File: config.mk
export PLATFORM = sky130hd
export DESIGN_NAME = stopwatch_ctrl
export DESIGN_NICKNAME = d
export VERILOG_FILES = /design/src/rtl/stopwatch_ctrl.sv
export SDC_FILE = /design/constraint.sdc
export NUM_CORES = 1
export LEC_CHECK = 0
export CAP_MARGIN = 10
export CELL_PAD_IN_SITES_DETAIL_PLACEMENT = 1
export CELL_PAD_IN_SITES_GLOBAL_PLACEMENT = 1
export CORE_MARGIN = 4
export CORE_UTILIZATION = 35
export CTS_BUF_LIST = sky130_fd_sc_hd__clkbuf_8
export DETAILED_ROUTE_END_ITERATION = 10
export GPL_ROUTABILITY_DRIVEN = 0
export PLACE_DENSITY = 0.65
export SYNTH_ARGS = -nofsm -noshare
export SYNTH_HDL_FRONTEND = slang
export SYNTH_SLANG_ARGS = --single-unit
File: constraint.sdc
create_clock -name clk -period 2.48 [get_ports clk]
set_clock_uncertainty 0.1 [all_clocks]
set_input_delay 0.496 -clock clk [delete_from_list [all_inputs] [get_ports clk]]
set_output_delay 0.496 -clock clk [all_outputs]
set_load 0.05 [all_outputs]
File: src/rtl/stopwatch_ctrl.sv
// stopwatch_ctrl: classifies a debounced button into short/long presses on a
// slow sample tick and runs the IDLE/RUN/PAUSE FSM that drives the stopwatch
// counter's enable and clear.
module stopwatch_ctrl #(
    parameter int LONG_TICKS = 200,
    parameter int HOLD_W     = 8
) (
    input  logic       clk,
    input  logic       rst_n,
    input  logic       tick,
    input  logic       btn,
    output logic       short_evt,
    output logic       long_evt,
    output logic       count_en,
    output logic       count_clr,
    output logic [1:0] mode
);

    typedef enum logic [1:0] {
        S_IDLE  = 2'b00,
        S_RUN   = 2'b01,
        S_PAUSE = 2'b10
    } state_e;

    localparam logic [HOLD_W-1:0] LONG_CNT = HOLD_W'(LONG_TICKS);

    // press classifier state
    logic              btn_q, btn_d;
    logic [HOLD_W-1:0] hcnt_q, hcnt_d;
    logic              long_done_q, long_done_d;
    logic              short_q, short_d;
    logic              long_q, long_d;

    // control FSM state
    state_e            state_q, state_d;
    logic              clr_q, clr_d;

    // Classifier next state: only tick cycles sample the button; event pulses
    // default low so they last exactly one clk.
    always_comb begin
        btn_d       = btn_q;
        hcnt_d      = hcnt_q;
        long_done_d = long_done_q;
        short_d     = 1'b0;
        long_d      = 1'b0;
        if (tick) begin
            btn_d = btn;
            if (btn && !btn_q) begin
                // press-start tick counts as hold 1
                hcnt_d      = {{(HOLD_W-1){1'b0}}, 1'b1};
                long_done_d = 1'b0;
            end else if (btn && btn_q) begin
                if (hcnt_q < LONG_CNT)
                    hcnt_d = hcnt_q + 1'b1;
                // long_done blocks auto-repeat while the count sits saturated
                if (hcnt_d == LONG_CNT && !long_done_q) begin
                    long_d      = 1'b1;
                    long_done_d = 1'b1;
                end
            end else if (!btn && btn_q) begin
                short_d = !long_done_q;
                hcnt_d  = '0;
            end
        end
    end

    // Classifier registers
    always_ff @(posedge clk or negedge rst_n) begin
        if (!rst_n) begin
            btn_q       <= 1'b0;
            hcnt_q      <= '0;
            long_done_q <= 1'b0;
            short_q     <= 1'b0;
            long_q      <= 1'b0;
        end else begin
            btn_q       <= btn_d;
            hcnt_q      <= hcnt_d;
            long_done_q <= long_done_d;
            short_q     <= short_d;
            long_q      <= long_d;
        end
    end

    // FSM state register; the clear pulse is registered alongside so it
    // lines up with the mode change into IDLE.
    always_ff @(posedge clk or negedge rst_n) begin
        if (!rst_n) begin
            state_q <= S_IDLE;
            clr_q   <= 1'b0;
        end else begin
            state_q <= state_d;
            clr_q   <= clr_d;
        end
    end

    // FSM next state: a long press wins from any state, including IDLE.
    always_comb begin
        state_d = state_q;
        clr_d   = long_q;
        if (long_q) begin
            state_d = S_IDLE;
        end else if (short_q) begin
            case (state_q)
                S_IDLE:  state_d = S_RUN;
                S_RUN:   state_d = S_PAUSE;
                S_PAUSE: state_d = S_RUN;
                default: state_d = S_IDLE;
            endcase
        end
    end

    // FSM outputs: straight decodes of registers, so no glitches.
    always_comb begin
        mode      = state_q;
        count_en  = (state_q == S_RUN);
        count_clr = clr_q;
        short_evt = short_q;
        long_evt  = long_q;
    end

endmodule
Word level (Yosys, flattened, before mapping)
Index checks and enable logic that the tools add are counted.
{ "totals": {"out_inout_bits": 6, "register_bits": 15} }
{ "op_classes": {"addsub": 1, "n_lt_le_gt_ge": 1, "eq_ne": 3, "reduce_logical": 15, "mux": 21} }
{ "op_table": {"columns": ["cell", "count"], "rows": [
  ["$mux 8", 7],
  ["$mux 1", 11],
  ["$add 8x1->8 const B", 1],
  ["$eq 8x8->1 const B", 1],
  ["$lt 8x8->1 const B", 1],
  ["$reduce_bool 2->1", 3],
  ["$logic_and 1x1->1", 4],
  ["$mux 2", 2],
  ["$pmux 2 s2", 1],
  ["$logic_not 1->1", 3],
  ["$reduce_and 3->1", 1],
  ["$reduce_bool 3->1", 1],
  ["$eq 2x1->1 const B", 1],
  ["$eq 2x2->1 const B", 1],
  ["$logic_not 2->1", 1],
  ["$reduce_and 2->1", 1],
  ["$reduce_or 2->1", 1]
]} }

Logic depth before layout (Yosys ltp)
Gate-level depths: netlist of the first run.
{ "logic_depth": {"ltp_word": 11, "depth_mapped": 5, "mapped_depth_nobuf": 5} }

Least setup slack after synthesis of the first run
Ideal clock, no wire load.
{ "synth_path": {"kind": "register to output", "startpoint": "reg state_q[0] (netlist: mode[0])", "endpoint": "out count_en", "t_arrival_ps": 1449, "required_ps": 1884, "path_slack_ps": 435, "path_stages_with_launch": 2, "path_buffers": 0, "path_cell_list": "dfrtp_1 > nor2b_1"} }
{ "synth_via": {"elab_chain_len": 1} }
{ "synth_lines": {"columns": ["element", "line", "text"], "rows": [
  ["from (decl)", "35", "state_e state_q, state_d;"],
  ["from (signal assigned)", "91", "state_q <= state_d;"],
  ["$eq 2x1->1", "115", "count_en = (state_q == S_RUN);"],
  ["to (decl)", "14", "output logic count_en,"]
]} }
Every way passes these cells.

Final worst setup path of the first run
Ends and elaborated chain as after synthesis.

==> metrics.md, run 1 <==
| Metric | Value |
|---|---|
| Via count | `between 700 and 800` |
| Hold_sp | `long_evt` |
| Number of I/O port buffers | `9` |
| Crit share post-route | `approximately 89%` |
| EDFF count, synth | `0` |
| Level count of the clock H-tree | `1` |
| DP HPWL | `~1600 microns` |
| Cell with the most instances after synthesis | `dfrtp_1` |
| CTS Hold Bufs | `0` |
| DRC | `0` |
| Pins Over Slew Limit | `0` |
| Clk Latency, worst-skew pair | `between 0.2 and 0.25 ns` |
| Chip width | `about 57 microns` |
| Ys flop type | `dfrtp_1` |
| CTS Buf Count | `3` |
| Via density | `5.65` |
| Largest net degree at the start of global routing | `16` |
| WHS Path Cells | `0` |
| Yosys top cell area share | `a little over two fifths` |
| Post-Route WL | `between 2000 and 2500 microns` |
| Largest stage delay, worst path | `~0.82 ns` |
| Synthesized Nets | `a little over 100` |
| Depth of the most critical reg-to-reg path | `5` |
| CP max stage cell | `clkdlybuf4s50_1` |
| Critical Path Sink Type | `primary output` |
| Yosys reg bits | `15` |
| N_diodes | `0` |
| Layout cell share with drive strength beyond 1 | `under 10%` |
| Worst VDD drop | `approximately 0.47 mV` |
| CTS tree | `built` |
| Clock Pin Slew Worst Setup and Hold Paths | `about 0.06 ns` |
| Register area share after synthesis | `between 40 and 50%` |
| Worst min-delay path category | `reg -> reg` |
| Top post-synthesis cells by count | `dfrtp_1 (15), nand2_1 (12), o21ai_0 (8), nor2_1 (7), a21oi_1 (6)` |
| CTS root buffer | `clkbuf_8` |
| Core Rows | `17` |
| Startpoint types | `register` |
| Die height | `57.5 microns` |
| Post-route ant nets | `0` |
| Vias in the first global route | `around 760` |
| Area contributors post-synth | `dfrtp_1 (44%), nand2_1 (5.3%), o21ai_0 (4.7%)` |
| Clock buffer depth | `2` |
| Final setup vio count | `0` |
| Fill cells | `between 200 and 300` |
| Final Total Pwr | `a little over 700 uW` |
| FF-to-FF Start | `hcnt_q[0]` |
| Tmin final | `2.21 ns` |
| Async S/R FF share, synth | `between 90% and 100%` |
| Run status | `complete, no violations` |
| Post-synth cell types | `33` |
| WP data required | `about 1.9 ns` |
| Total gr overflow | `0` |
| Core Util, Final | `between 40 and 50%` |
| Least-Margin Pin Slew | `0.671 ns` |
| Fmax | `roughly 450 MHz` |
| DRT Pass-1 Iters | `4` |
| Routed WL per cell | `~16 microns` |
| Register-to-register path setup slack | `between 0.4 and 0.5 ns` |
| Core area | `around 2300 sq um` |
| Syn. warnings | `0` |
| CP Data Arrival Time | `1.61 ns` |
| Yosys top cell by area | `dfrtp_1` |
| Global-route usage over all layers | `13.9%` |
| RSZ-0062 raised after global routing | `false` |
| Average cell area after synthesis | `roughly 8.9 sq um` |
| Cts repair resizes | `0` |
| Hold Path Sink | `count_clr` |
| Post-Syn Area | `between 800 and 900 sq um` |
| Setup TNS | `0 ns` |
| Initial DRC Count | `10` |
| Synth Instances | `96` |
| Worst reg2reg path endpoint | `long_done_q` |
| Clock Sinks | `15` |
| Max-Cap Viols | `0` |
| Setup CP Type | `reg -> out` |
| Io pins | `10` |
| Layout Nets | `approximately 110` |
| CP max FO | `3` |
| Post-synthesis to final-layout area growth | `17.5%` |
| First-pass GRT wire length | `between 3000 and 4000 microns` |
| Initial antenna violation count | `0` |
| Max_slew headroom | `55.1%` |
| Setup bufs post-CTS | `0` |
| Die area | `approximately 3300 sq um` |
| Final Hold Fails | `0` |
| Cell breakdown of the critical path | `nor2b_1 -> clkdlybuf4s50_1` |
| PwrDens | `about 720 nW/um^2` |
| Initial Util | `37.7%` |
| Leakage | `between 0.0004 and 0.0005 uW` |
[flip-flops by register name (all words and copies together) (netlist names)]
name	cells
short_evt	1
hcnt_q	8
long_done_q	1
count_clr	1
btn_q	1
mode	2
long_evt	1
[routing by layer]
metal | wire length (microns) | GRT usage [%] | part of all wire, % | up-vias
li1 | - | - | - | 367
met1 | 1020 | 18.8 | 49 | 375
met2 | 965 | 22.1 | 46 | 7
met3 | 69 | 2.94 | 3.3 | 2
met4 | 19 | 3.97 | 0.91 | 0
met5 | 0 | 0 | 0 | -
[where the power goes]
group | internal (uW) | switching (uW)
Combinational | 82.1 | 150
Sequential | 270 | 31.0
Clock | 109 | 84.8
Total | 461 | 266
[worst max-delay path, delay by kind of cell (launching register included)]
family                 cells  cell delay (ns)
DFF                        1             0.37
buffers and inverters      1             0.82
and+or+nand+nor            1             0.18
[per-stage QoR]
stage	instances	hold slack, ns	setup WS [ns]	instance area, sq um
6_report	133	0.337	0.269	1010
3_3_place_gp	129	0.324	0.487	962
5_1_grt	133	0.368	0.208	1010
3_5_place_dp	129	0.333	0.403	962
4_1_cts	133	0.346	0.258	1010
2_1_floorplan	96	0.100	0.435	857
[cells in the final DEF (no fill, tap or decap), drive strengths merged]
| cell type | Yosys | routed |
|---|---|---|
| and3b | 1 | 1 |
| a31oi | 2 | 2 |
| nand2 | 12 | 12 |
| and2 | 4 | 4 |
| nor3 | 5 | 5 |
| inv | 3 | 4 |
| a211oi | 2 | 2 |
| dfrtp | 15 | 15 |
| o21a | 1 | 1 |
| clkbuf | 2 | 3 |
| o21ai | 10 | 10 |
| a21o | 1 | 1 |
| or4 | 1 | 1 |
| o2111ai | 1 | 1 |
| mux2 | 1 | 1 |
| xnor2 | 1 | 1 |
| o22a | 1 | 1 |
| mux2i | 2 | 2 |
| a21oi | 6 | 6 |
| ha | 1 | 1 |
| o22ai | 1 | 1 |
| and3 | 1 | 1 |
| clkdlybuf4s50 | 0 | 9 |
| nor2b | 2 | 2 |
| nor2 | 7 | 7 |
| nand3 | 4 | 4 |
| o31ai | 3 | 3 |
| nand4 | 2 | 2 |
| o311ai | 1 | 1 |
| or3b | 1 | 1 |
[cell type report]
type                       count  area (sq um)  area share [%]
clock buffer                   3          41.3            4.10
clock inverter                 1          3.75           0.373
inverter                       3          11.3            1.12
timing repair buffer           9          90.1            8.94
multi-input combinational     74           450            44.7
sequential                    15           375            37.3
tap                           28          35.0            3.48
[cell families after synthesis]
group	Yosys count	synth area share, %
xor gates and xnor gates	1	1.02
AOI/OAI and AO/OA	29	23.4
buffers and inverters	7	3.65
DFF	15	43.8
and+or+nand+nor	40	23.1
adders and majority gates	1	1.46
muxes	3	3.65
[how the worst max path moves through the flow]
stage / slack [ns] / endpoint / start
after floorplan: 0.44 / count_en / mode[0]
after global placement: 0.49 / long_done_q / tick
after detailed placement: 0.40 / long_done_q / tick
after CTS: 0.26 / count_en / mode[1]
after global routing: 0.21 / count_en / mode[0]
final: 0.27 / count_en / mode[0]
Note: power is estimated with default switching activity, not from simulation.
==> run 2, diff against run 1 <==
- CELL_PAD_IN_SITES_DETAIL_PLACEMENT: 1 -> default
- CELL_PAD_IN_SITES_GLOBAL_PLACEMENT: 1 -> default
- CORE_UTILIZATION: 35 -> 45
- PLACE_DENSITY: 0.65 -> 0.64
==> metrics.md, run 2 (synthesis gave the netlist of run 1 again) <==
| Metric | Value |
|---|---|
| Run status | `complete, no violations` |
| Post-route ant nets | `0 (unchanged)` |
| Pre-CTS setup slack | `0.457 ns (+0.0537 ns)` |
| Clock buffer depth | `2 (unchanged)` |
| Commonest cells after routing, fill and taps aside | `dfrtp_1 (15), nand2_1 (12), clkdlybuf4s50_1 (9)` |
| Max-Cap Viols | `0 (unchanged)` |
| Clock Sinks | `15 (unchanged)` |
| CP Data Arrival Time | `1.62 ns (about the same)` |
| Chip width | `51.6 microns (-10%)` |
| Largest Register | `hcnt_q` |
| CP max FO | `3 (unchanged)` |
| Final Hold Fails | `0 (unchanged)` |
| Worst min-delay path category | `reg -> reg` |
| Core Rows | `15 (-2)` |
| Worst VDD drop | `0.441 mV (-5.6%)` |
| Largest net degree at the start of global routing | `16 (unchanged)` |
| Die area | `2670 sq um (-19%)` |
| Initial DRC Count | `8 (-2)` |
| CTS Hold Bufs | `0 (unchanged)` |
| Core area | `1760 sq um (-22%)` |
| Register area | `375 sq um (unchanged)` |
| CTS root buffer | `clkbuf_8` |
| Depth of the most critical reg-to-reg path | `5 (unchanged)` |
| Global-route usage over all layers | `16.4% (+2.5 points)` |
| Level count of the clock H-tree | `1 (unchanged)` |
| DRC | `0 (unchanged)` |
| Die height | `51.6 microns (-10%)` |
| Setup CP Type | `reg -> out` |
| Setup bufs post-CTS | `0 (unchanged)` |
| DRT Pass-1 Iters | `4 (unchanged)` |
| Setup TNS | `0 ns (unchanged)` |
| Most common cell after layout, fill and taps aside | `dfrtp_1` |
| Hold Worst Slack | `0.323 ns (-0.0132 ns)` |
| Dpl cell area | `958 sq um (-0.39%)` |
| WP data required | `1.88 ns (about the same)` |
| Leakage | `0.000407 uW (-0.35%)` |
| Routed WL per cell | `14.1 microns (-9.7%)` |
| Largest register FFs | `8 (unchanged)` |
| CTS tree | `built` |
| Least-Margin Pin Slew | `0.657 ns (-0.0142 ns)` |
| Max_slew headroom | `56.1% (+0.95 points)` |
| Critical Path Sink Type | `primary output` |
| N_diodes | `0 (unchanged)` |
| Final setup vio count | `0 (unchanged)` |
| Final worst slack | `0.265 ns (-0.00425 ns)` |
| Post-Route WL | `1830 microns (-12%)` |
| Post-synthesis to final-layout area growth | `17.2%` |
| Via density | `5.66 (+0.26%)` |
| Cts repair resizes | `0 (unchanged)` |
| Layout Cell Area excl Fill | `1000 sq um (-0.25%)` |
| Total gr overflow | `0 (unchanged)` |
| Area of the multi-input gates | `450 sq um (unchanged)` |
| Via count | `736 (-2.0%)` |
| Startpoint types | `register` |
| PwrDens | `725 nW/um^2 (+0.38%)` |
| Number of I/O port buffers | `9 (unchanged)` |
| DP HPWL | `1320 microns (-16%)` |
| Fill cells | `185 (-32%)` |
| Layout cell share with drive strength beyond 1 | `7.62% (+0.95 points)` |
| WHS Path Cells | `0 (unchanged)` |
| Fmax | `451 MHz (-0.19%)` |
| Initial Util | `48.6% (+11 points)` |
| RSZ-0062 raised after global routing | `false` |
| Vias in the first global route | `677 (-11%)` |
| First-pass GRT wire length | `3240 microns (-8.5%)` |
| Pins Over Slew Limit | `0 (unchanged)` |
| Crit share post-route | `89.3% (+0.17 points)` |
| Clock Pin Slew Worst Setup and Hold Paths | `0.06 ns (about the same)` |
| Io pins | `10 (unchanged)` |
| Clk Latency, worst-skew pair | `0.24 ns (about the same)` |
| Layout Nets | `111 (unchanged)` |
| Initial antenna violation count | `0 (unchanged)` |
| Tmin final | `2.22 ns (+0.00425 ns)` |
| CTS Buf Count | `3 (unchanged)` |
[run 2: cell count changes in the layout (fill, tap and decap cells not counted)]
cell,change
clkinv_2,+1
inv_1,-1
[run 2: layout make-up]
cell class                      count  area share, %
Clock buffer                        3           4.11
Tap cell                           25           3.11
Clock inverter                      1          0.498
Multi-Input combinational cell     74           44.8
Inverter                            3           1.12
Timing Repair Buffer                9           8.97
Sequential cell                    15           37.4
[run 2: per-layer routing]
layer | vias up | global-route usage [%] | share of wire (%)
li1 | 370 | - | -
met3 | 2 | 2.58 | 2.2
met2 | 9 | 23.1 | 44
met5 | - | 0 | 0
met1 | 355 | 24.1 | 53
met4 | 0 | 7.86 | 0.76
[run 2: worst paths after layout]
| path | startpoint | end | slack, ns |
|---|---|---|---|
| min in group asynchronous | rst_n | hcnt_q[5] | 0.55 |
| max in group asynchronous | rst_n | short_evt | 1.31 |
| hold reg to reg | long_evt | count_clr | 0.32 |
| setup reg to reg | hcnt_q[0] | long_done_q | 0.52 |
| hold / removal | long_evt | count_clr | 0.32 |
| setup / recovery | mode[0] | count_en | 0.26 |
[run 2: critical path, cell delays in order (launching register included)]
cell,delay [ns]
dfrtp_1,0.37
nor2b_1,0.18
clkdlybuf4s50_1,0.83
[run 2: stage by stage]
step,total power (uW),instances,util [%]
finish,729,130,57.0
global route,767,130,57.0
CTS,735,130,57.0
detailed placement,538,126,54.3
global placement,536,126,54.3
floorplan,457,96,-
[run 2: power breakdown]
part | internal [uW] | leakage [uW] | switching [uW] | total (uW)
clock | 111 | 0.0000255 | 85.4 | 197
sequential | 270 | 0.000201 | 30.4 | 300
combinational | 82.1 | 0.000181 | 149 | 232
==> run 3, diff against run 2 <==
- CTS_BUF_LIST: sky130_fd_sc_hd__clkbuf_8 -> sky130_fd_sc_hd__clkbuf_8 sky130_fd_sc_hd__clkbuf_16
- REMOVE_ABC_BUFFERS: default -> 1
==> metrics.md, run 3 (synthesis gave the netlist of run 1 again) <==
| Metric | Value |
|---|---|
| Crit share post-route | `89.3% (about the same)` |
| DRT Pass-1 Iters | `4 (unchanged)` |
| Post-Route WL | `1710 microns (-6.7%)` |
| CTS Buf Count | `3 (unchanged)` |
| DRC | `0 (unchanged)` |
| Routed WL per cell | `13.2 microns (-6.7%)` |
| CP Data Arrival Time | `1.62 ns (about the same)` |
| Largest stage delay, worst path | `0.82 ns (about the same)` |
| Cell breakdown of the critical path | `nor2b_1 -> clkdlybuf4s50_1` |
| Clk Latency, worst-skew pair | `0.25 ns (about the same)` |
| Level count of the clock H-tree | `1 (unchanged)` |
| Run status | `complete, no violations` |
| N_diodes | `0 (unchanged)` |
| Largest Register | `hcnt_q` |
| Most common cell after layout, fill and taps aside | `dfrtp_1` |
| WP data required | `1.88 ns (about the same)` |
| Final Total Pwr | `726 uW (-0.30%)` |
| Worst min-delay path category | `reg -> reg` |
| Met2 usage | `23.9% (+0.85 points)` |
| Final setup vio count | `0 (unchanged)` |
| Core Rows | `15 (unchanged)` |
| Tmin final | `2.21 ns (-0.000880 ns)` |
| PwrDens | `724 nW/um^2 (-0.18%)` |
| CP max FO | `3 (unchanged)` |
| Total gr overflow | `0 (unchanged)` |
| Commonest cells after routing, fill and taps aside | `dfrtp_1 (15), nand2_1 (12), clkdlybuf4s50_1 (9)` |
| DP HPWL | `1250 microns (-4.9%)` |
| Initial Util | `48.6% (unchanged)` |
| Die area | `2670 sq um (unchanged)` |
| Critical path startpoint | `mode[0]` |
| Die height | `51.6 microns (unchanged)` |
| Largest net degree at the start of global routing | `16 (unchanged)` |
| RSZ-0062 raised after global routing | `false` |
| Least-Margin Pin Slew | `0.653 ns (-0.00397 ns)` |
| Post-route ant nets | `0 (unchanged)` |
| Cts repair resizes | `0 (unchanged)` |
| Layout Nets | `111 (unchanged)` |
| Met1 usage | `19.0% (-5.1 points)` |
| Layout cell share with drive strength beyond 1 | `6.67% (-0.95 points)` |
| Max-Cap Viols | `0 (unchanged)` |
| Core area | `1760 sq um (unchanged)` |
| CTS tree | `built` |
| Busiest metal layer after global routing | `met2` |
| Initial DRC Count | `15 (+7)` |
| Final Hold Fails | `0 (unchanged)` |
| Startpoint types | `register` |
| Leakage | `0.000409 uW (+0.35%)` |
| Number of I/O port buffers | `9 (unchanged)` |
| Setup TNS | `0 ns (unchanged)` |
| CTS root buffer | `clkbuf_8` |
| Hold_sp | `long_evt` |
| Critical Path Sink Type | `primary output` |
| FF-to-FF Start | `hcnt_q[0]` |
| Largest register FFs | `8 (unchanged)` |
| Final worst slack | `0.266 ns (+0.000880 ns)` |
| Worst VDD drop | `0.362 mV (-18%)` |
| Clock Sinks | `15 (unchanged)` |
| M3 GR Usage | `2.01% (-0.57 points)` |
| Global-route usage over all layers | `15.7% (-0.70 points)` |
| Io pins | `10 (unchanged)` |
| Pins Over Slew Limit | `0 (unchanged)` |
| Fmax | `452 MHz (about the same)` |
| CP max stage cell | `clkdlybuf4s50_1` |
| Fill cells | `182 (-1.6%)` |
| Initial antenna violation count | `0 (unchanged)` |
| Post-synthesis to final-layout area growth | `17.1%` |
| Via density | `5.75 (+1.6%)` |
| Setup CP Type | `reg -> out` |
| Clock Pin Slew Worst Setup and Hold Paths | `0.06 ns (about the same)` |
| CTS Hold Bufs | `0 (unchanged)` |
| Max_slew headroom | `56.3% (+0.27 points)` |
| Clock buffer depth | `2 (unchanged)` |
| Via count | `748 (+1.6%)` |
| Setup bufs post-CTS | `0 (unchanged)` |
| Chip width | `51.6 microns (unchanged)` |
| First-pass GRT wire length | `2990 microns (-7.7%)` |
| Pre-CTS setup slack | `0.436 ns (-0.0213 ns)` |
| Vias in the first global route | `672 (-0.74%)` |
-- run 3: cell types whose count changed in the layout (fill, tap and decap cells not counted) --
cell / delta
inv_1: +1
clkinv_2: -1
-- run 3: stage by stage --
step	utilization (%)	instance area (sq um)	hold slack, ns	instances
after floorplan	-	837	0.100	92
after global placement	54.3	958	0.330	126
after detailed placement	54.3	958	0.334	126
after CTS	56.9	1000	0.349	130
after global routing	56.9	1000	0.373	130
final	56.9	1000	0.340	130
-- run 3: final timing paths --
| path | slack, ns | cells past startpoint | to |
|---|---|---|---|
| max | 0.27 | 2 | count_en |
| min | 0.34 | 0 | count_clr |
| max reg2reg | 0.52 | 5 | long_evt |
| min reg2reg | 0.34 | 0 | count_clr |
| max in group asynchronous | 1.31 | 1 | hcnt_q[2] |
| min in group asynchronous | 0.55 | 1 | mode[0] |
-- run 3: final cells by class --
cell class                      count  area (sq um)  area share [%]
Clock inverter                      1          3.75           0.374
Timing Repair Buffer                9          90.1            8.98
Inverter                            3          11.3            1.12
Clock buffer                        3          41.3            4.11
Sequential cell                    15           375            37.4
Tap cell                           25          31.3            3.12
Multi-Input combinational cell     74           450            44.9
-- run 3: metal layers --
metal,vias up,wire length (microns)
li1,367,-
met1,355,811
met2,22,748
met3,4,91
met4,0,59
met5,-,0
-- run 3: critical path: cells and delay by family (launching register included) --
family                 cells  cell delay [ns]
buffers and inverters      1             0.82
AND/OR/NAND/NOR            1             0.18
flip-flops                 1             0.37
-- run 3: where the power goes --
part	total (uW)	internal, uW	switching [uW]
clock network	196	110	86.1
registers	300	270	30.3
logic	230	82.1	148
